--- src/rtl/pc_sequencer.sv ---
// Four-phase (FT/DC/EX/WB) instruction sequencer and 8-bit program counter feeding fetch.
// Latency: 4 cycles per instruction; every output is registered, no input-to-output comb path.
// Optional macro PC_SEQ_STEP_EN: single-step mode, WB parks in PAUSE until a STEP cycle.
module pc_sequencer #(
  parameter logic [7:0] RESET_PC = 8'h00
) (
  input  logic        CLK,
  input  logic        RESET,
  input  logic        RUN,
  input  logic [14:0] INST,
  input  logic        CMP_EQ,
  input  logic        STEP,
  output logic [7:0]  P_COUNT,
  output logic        EN_FT,
  output logic        EN_DC,
  output logic        EN_EX,
  output logic        EN_WB,
  output logic        HALTED,
  output logic [15:0] RETIRED
);

  localparam logic [3:0] OP_JMP = 4'b1100;
  localparam logic [3:0] OP_JE  = 4'b1011;
  localparam logic [3:0] OP_HLT = 4'b1111;

  typedef enum logic [2:0] {
    S_IDLE,
    S_FT,
    S_DC,
    S_EX,
    S_WB,
    S_HALT
`ifdef PC_SEQ_STEP_EN
    , S_PAUSE
`endif
  } state_t;

  state_t      state_q;
  logic [7:0]  pc_q;
  logic [7:0]  next_pc_q;
  logic [14:0] ir_q;
  logic [15:0] retired_q;
  logic        halted_q;
  logic        en_ft_q, en_dc_q, en_ex_q, en_wb_q;

  logic [3:0]  opcode;
  logic [7:0]  target;
  logic [7:0]  pc_inc;
  logic [7:0]  next_pc_d;

  // IR bits [10:8] are operand bits this block does not decode; STEP is unused without single-step.
  logic [3:0]  unused_bits;
  assign unused_bits = {STEP, ir_q[10:8]};

  assign opcode = ir_q[14:11];
  assign target = ir_q[7:0];
  assign pc_inc = pc_q + 8'd1;

  // Branch resolution, only consumed while in EX (CMP_EQ is sampled there).
  always_comb begin
    next_pc_d = pc_inc;
    case (opcode)
      OP_JMP:  next_pc_d = target;
      OP_JE:   next_pc_d = CMP_EQ ? target : pc_inc;
      default: next_pc_d = pc_inc;
    endcase
  end

  // Phase FSM with registered strobes; strobe for a state is set on the edge entering it.
  always_ff @(posedge CLK) begin
    if (RESET) begin
      state_q   <= S_IDLE;
      pc_q      <= RESET_PC;
      next_pc_q <= RESET_PC;
      ir_q      <= '0;
      retired_q <= '0;
      halted_q  <= 1'b0;
      en_ft_q   <= 1'b0;
      en_dc_q   <= 1'b0;
      en_ex_q   <= 1'b0;
      en_wb_q   <= 1'b0;
    end else begin
      en_ft_q <= 1'b0;
      en_dc_q <= 1'b0;
      en_ex_q <= 1'b0;
      en_wb_q <= 1'b0;
      case (state_q)
        S_IDLE: begin
          if (RUN) begin
            state_q <= S_FT;
            en_ft_q <= 1'b1;
          end
        end
        S_FT: begin
          state_q <= S_DC;
          en_dc_q <= 1'b1;
        end
        S_DC: begin
          ir_q    <= INST;
          state_q <= S_EX;
          en_ex_q <= 1'b1;
        end
        S_EX: begin
          next_pc_q <= next_pc_d;
          state_q   <= S_WB;
          en_wb_q   <= 1'b1;
        end
        S_WB: begin
          // PC advances even for hlt, leaving it one past the halting instruction.
          pc_q <= next_pc_q;
          if (retired_q != 16'hFFFF) retired_q <= retired_q + 16'd1;
          if (opcode == OP_HLT) begin
            state_q  <= S_HALT;
            halted_q <= 1'b1;
          end else begin
`ifdef PC_SEQ_STEP_EN
            state_q <= S_PAUSE;
`else
            state_q <= S_FT;
            en_ft_q <= 1'b1;
`endif
          end
        end
`ifdef PC_SEQ_STEP_EN
        S_PAUSE: begin
          if (STEP) begin
            state_q <= S_FT;
            en_ft_q <= 1'b1;
          end
        end
`endif
        S_HALT: begin
          state_q <= S_HALT;
        end
        default: begin
          state_q <= S_IDLE;
        end
      endcase
    end
  end

  assign P_COUNT = pc_q;
  assign EN_FT   = en_ft_q;
  assign EN_DC   = en_dc_q;
  assign EN_EX   = en_ex_q;
  assign EN_WB   = en_wb_q;
  assign HALTED  = halted_q;
  assign RETIRED = retired_q;

endmodule
--- config.mk ---
export PLATFORM = sky130hd
export DESIGN_NAME = pc_sequencer
export DESIGN_NICKNAME = d
export VERILOG_FILES = /design/src/rtl/pc_sequencer.sv
export SDC_FILE = /design/constraint.sdc
export NUM_CORES = 1
export LEC_CHECK = 0
export BUFFER_PORTS_ARGS = -buffer_cell sky130_fd_sc_hd__buf_2
export CAP_MARGIN = 10
export CORE_ASPECT_RATIO = 1.5
export CORE_MARGIN = 2
export CORE_UTILIZATION = 28
export DETAILED_ROUTE_END_ITERATION = 8
export MAX_ROUTING_LAYER = met4
export SETUP_SLACK_MARGIN = 0.2
export SYNTH_ARGS = -nofsm -noshare
export SYNTH_HDL_FRONTEND = slang
export SYNTH_SLANG_ARGS = --single-unit
--- constraint.sdc ---
create_clock -name CLK -period 3.01 [get_ports CLK]
set_clock_uncertainty 0.1 [all_clocks]
set_input_delay 0.602 -clock CLK [delete_from_list [all_inputs] [get_ports CLK]]
set_output_delay 0.602 -clock CLK [all_outputs]
set_load 0.005 [all_outputs]
Word level (Yosys, flattened, before mapping). Index checks and enable logic that the tools add are counted. Widths: inputs -> output; s select.

Register bits: 55. Output and inout port bits: 29.

Add/subtract/negate cells: 2. Equal/unequal tests: 10. Muxes and demuxes: 11. Reduce and logical (&&, ||, !) cells: 3.

Operators by type and width (count): $pmux 3 s6 (1); $add 16x1->16 const B (1); $ne 16x16->1 const B (1); $pmux 8 s2 (1); $eq 4x4->1 const B (3); $add 8x1->8 const B (1); $mux 8 (1); $eq 3x2->1 const B (2); $eq 3x3->1 const B (2); $mux 3 (2); $mux 1 (5); $reduce_and 2->1 (2); $eq 3x1->1 const B (1); $logic_not 3->1 (1); $ne 2x2->1 const B (1); $pmux 1 s2 (1).

Logic depth before layout (Yosys ltp).
Word-level depth: 3. Mapped depth: 6.

Worst setup path before layout. Ideal clock, no wire load.

Kind: register -> register. Start point: register retired_q[0] (netlist: RETIRED[0]). End point: register retired_q[3] (netlist: RETIRED[3]). Data arrival time: 1.447 ns. Data required time: 2.778 ns. Setup slack: 1.331 ns. Cell stages (with the launch flop): 6. Path buffers: 0. Cells stage by stage: dfxtp_1 ha_1 nand3_1 nor4_2 or4_1 a21oi_1.

Longest elaborated chain between the ends: 2. Elaborated cells on any way between the ends: 3.

RTL lines: start, declared (RTL line 42) `logic [15:0] retired_q;`; start signal, assigned (RTL line 111) `if (retired_q != 16'hFFFF) retired_q <= retired_q + 16'd1;`; parallel branches: the longest is 2 deep, another holds $add 16x1->16.

Several ways; the timed one is not identified. A chain may end at the register's enable or synchronous reset.

Worst setup path after layout. Same ends and word-level chain as after synthesis.

==> impl_results.md <==
- Tightest Hold Check Type: flip-flop to flip-flop
- Setup_tns: 0 ps
- Total congestion overflow: 0
- ANT nets after route: 0
- GRT Total Usage: 0.131
- DP Worst Slack: approximately 1000 ps
- Final #Nets: between 300 and 400
- Req. time, crit path: a little over 3000 ps
- Hold Buf Count CTS: 0
- Cts bufs inserted: 5
- Clk buf depth: 2
- Switching power: between 300 and 400 uW
- Routed wl met2: just under 3 mm
- Vias in the first global route: ~2,000
- Number of gates on the worst path with buffers counted: 5
- Initial DRC count: 67
- Top post-synthesis cells by area: dfxtp_1, nand2_1, a21oi_1
- Maxcap violations: 0
- Crit-path leading delay family: simple AND/OR/NAND/NOR gates
- DRT Pass-1 Iters: 4
- H-Tree Depth: 2
- Slowest-stage cell, CP: nor4_2
- Worst vdd ir: approximately 270 uV
- Die width: about 80 um
- Initial antenna violation count: 0
- PortBufs: 44
- EDFF count, synth: 0
- Largest fanout on the critical path: 10
- Worst r2r src: RETIRED[0]$_SDFFE_PP0P_
- Distinct cell type count after synthesis: 39
- Comb pwr share: 0.063
- RePlAce Congestion: slightly above 0.8
- Placed instance count: roughly 420
- R2R depth: 5
- Clk sinks: 52
- Sw frac: 0.228
- WL final: ~5.5 mm
- Cell taking the most area after synthesis: dfxtp_1
- Static Leak: ~1.0 nW
- Highest routed layer: met4
- P_int: around 1.1 mW
- Synthesized cell area: 0.00232 mm2
- Multi-input logic area: between 0.001 and 0.0015 mm2
- Tcrit/Tclk final: 0.671
- Yosys top cell area share: 0.449
- Critical Path End Type: flip-flop
- Hold slack final: between 300 and 400 ps
- DR vias/cell: about 5.0
- Setup crit end: RETIRED[3]$_SDFFE_PP0P_
- Cells after Synth: 278
- Filler cells: between 800 and 900
- Power Dens Cells: 500 mW/mm2
- Core box area: about 0.0080 mm2
- Worst Tran Pin Value: approximately 850 ps
- Met3 routed WL: ~170 um
- Routed vias: 2,107
- Die Area: around 0.0090 mm2
- CP Buf/Inv Count: 0
- Syn Area/Cell: 8.33 um2
- Post-CTS Setup Inserts: 0
- Total power: 1.39 mW
- R2R setup slack: 990 ps
- Register area share after synthesis: 0.449
- Rel. slew slack: 0.429
- Die height: about 120 um
- Clk pin slew, worst setup/hold paths: ~60 ps
- Post-DR wirelength/cell: roughly 13 um
- Synth warnings: 0
- Post-cts repair resize count: 0
- Critical Path Start: RETIRED[0]$_SDFFE_PP0P_
- Post-synth ARST share: 0
- Io pins: slightly below 50
- Inserted Diodes: 0
- Synthesized Nets: 300
- Initial Util: 0.289
- Unrepaired setup endpoints after global routing: no
- Pins Over Slew Limit: 0
- CP Class: flip-flop to flip-flop
- Outcome: finished clean
- Clock share of power: 0.413
- Flip-flop and latch area: roughly 0.0010 mm2
- CP Launch Type: flip-flop
- Fin cells: ~430
- Worst-Skew Late Latency: between 200 and 300 ps
- Tmin final: 2020 ps
- Area grow syn2layout: 20.3%
- DP HPWL: ~4 mm
- Crit path largest cell delay: roughly 770 ps
- Yosys reg bits: 52
- Endpoints failing setup: 0
- Fraction of layout cells with a size suffix above 1: 0.184
- Row cnt: 40
- Largest net degree at the start of global routing: 37
- RR Endpoint: RETIRED[3]$_SDFFE_PP0P_
- Final WS setup: ~990 ps
- Ys flop type: dfxtp_1
- Worst EP arrival: between 2000 and 2500 ps
- CTS tree: built
- Sequential power share: 0.524
- Crit path cell chain: ha_1 -> nand3_1 -> nor4_2 -> or4_1 -> a21oi_1
- Peak Freq: 495 MHz
- Hold Fails Final Rpt: 0
- # DRC: 0
- Root Driver: clkbuf_16
- M1 WL: ~2.3 mm
- First-pass GRT wire length: ~9.1 mm
## power groups by stage
stage | clock (mW) | sequential, mW | combinational (mW)
2_1_floorplan | 0 | 0.735 | 0.0718
3_3_place_gp | 0 | 0.746 | 0.0885
3_5_place_dp | 0 | 0.747 | 0.0895
4_1_cts | 0.601 | 0.731 | 0.0897
5_1_grt | 0.619 | 0.735 | 0.0994
6_report | 0.576 | 0.731 | 0.0880
## cell families after synthesis
group | after synthesis | synth area share
AND/OR/NAND/NOR | 122 | 0.286
AO/OA/AOI/OAI | 72 | 0.178
flip-flops | 52 | 0.449
buffers and inverters | 20 | 0.0357
XOR/XNOR | 6 | 0.0227
multiplexers | 4 | 0.0173
adder cells (fa/ha/maj) | 2 | 0.0108
## layer usage
metal,track usage,vias up
li1,-,1083
met1,0.139,981
met2,0.233,36
met3,0.0235,7
met4,0.0620,0
met5,-,-
## tightest hold or removal path, stage by stage (launching register included)
cell and delay, ps:
dfxtp_1 310, nand2_1 50, a21oi_1 50
## placed cells by master, fill, tap and decap left out, types with 6 or more instances in the layout
master    synthesis  layout
or4_1             7       7
o21ai_0          17      17
inv_1             6       6
nand3b_1          7       7
nand2_1          52      52
or3_1             9       9
nand3_1           7       7
a21oi_1          36      36
nor2_1            8       8
nand4_1           6       6
o31ai_1          11      11
buf_2             3      44
dfxtp_1          52      52
## state kept, by name, indices dropped and copies added, names as in the netlist
name,cells
EN_DC,1
EN_EX,1
EN_FT,1
EN_WB,1
HALTED,1
P_COUNT,8
RETIRED,16
ir_q,12
next_pc_q,8
state_q,3
## cell type report
| cell class | count | share of cell area |
|---|---|---|
| Multi-Input combinational cell | 206 | 0.428 |
| Sequential cell | 52 | 0.374 |
| Timing Repair Buffer | 48 | 0.0898 |
| Clock buffer | 6 | 0.0498 |
| Tap cell | 105 | 0.0471 |
| Inverter | 6 | 0.00808 |
| Clock inverter | 2 | 0.00359 |
## synth_stat cells, types with 4 or more instances
library cell and count:
or3_1 9, inv_1 6, nand4_1 6, a21oi_1 36, nand2_1 52, clkbuf_1 10, mux2i_1 4, dfxtp_1 52
or4_1 7, nand3_1 7, nor2_1 8, and3_1 4, nand3b_1 7, nor3b_1 4, o21ai_0 17, o31ai_1 11
## stage by stage
step                 util  area (um2)
detailed placement  0.329        2640
floorplan               -        2320
global route        0.348        2790
global placement    0.329        2640
finish              0.348        2790
CTS                 0.348        2790
## how the worst min path moves through the flow
stage	startpoint	endpoint	slack [ps]	cells past startpoint
finish	ir_q[5]$_SDFFE_PP0P_	ir_q[5]$_SDFFE_PP0P_	350	2
global route	next_pc_q[2]$_SDFFE_PP0P_	P_COUNT[2]$_SDFFE_PP0P_	370	2
floorplan	next_pc_q[7]$_SDFFE_PP0P_	P_COUNT[7]$_SDFFE_PP0P_	330	2
detailed placement	next_pc_q[4]$_SDFFE_PP0P_	P_COUNT[4]$_SDFFE_PP0P_	340	2
global placement	next_pc_q[2]$_SDFFE_PP0P_	P_COUNT[2]$_SDFFE_PP0P_	340	2
CTS	ir_q[6]$_SDFFE_PP0P_	ir_q[6]$_SDFFE_PP0P_	350	2
Note: power is estimated with default switching activity, not from simulation.
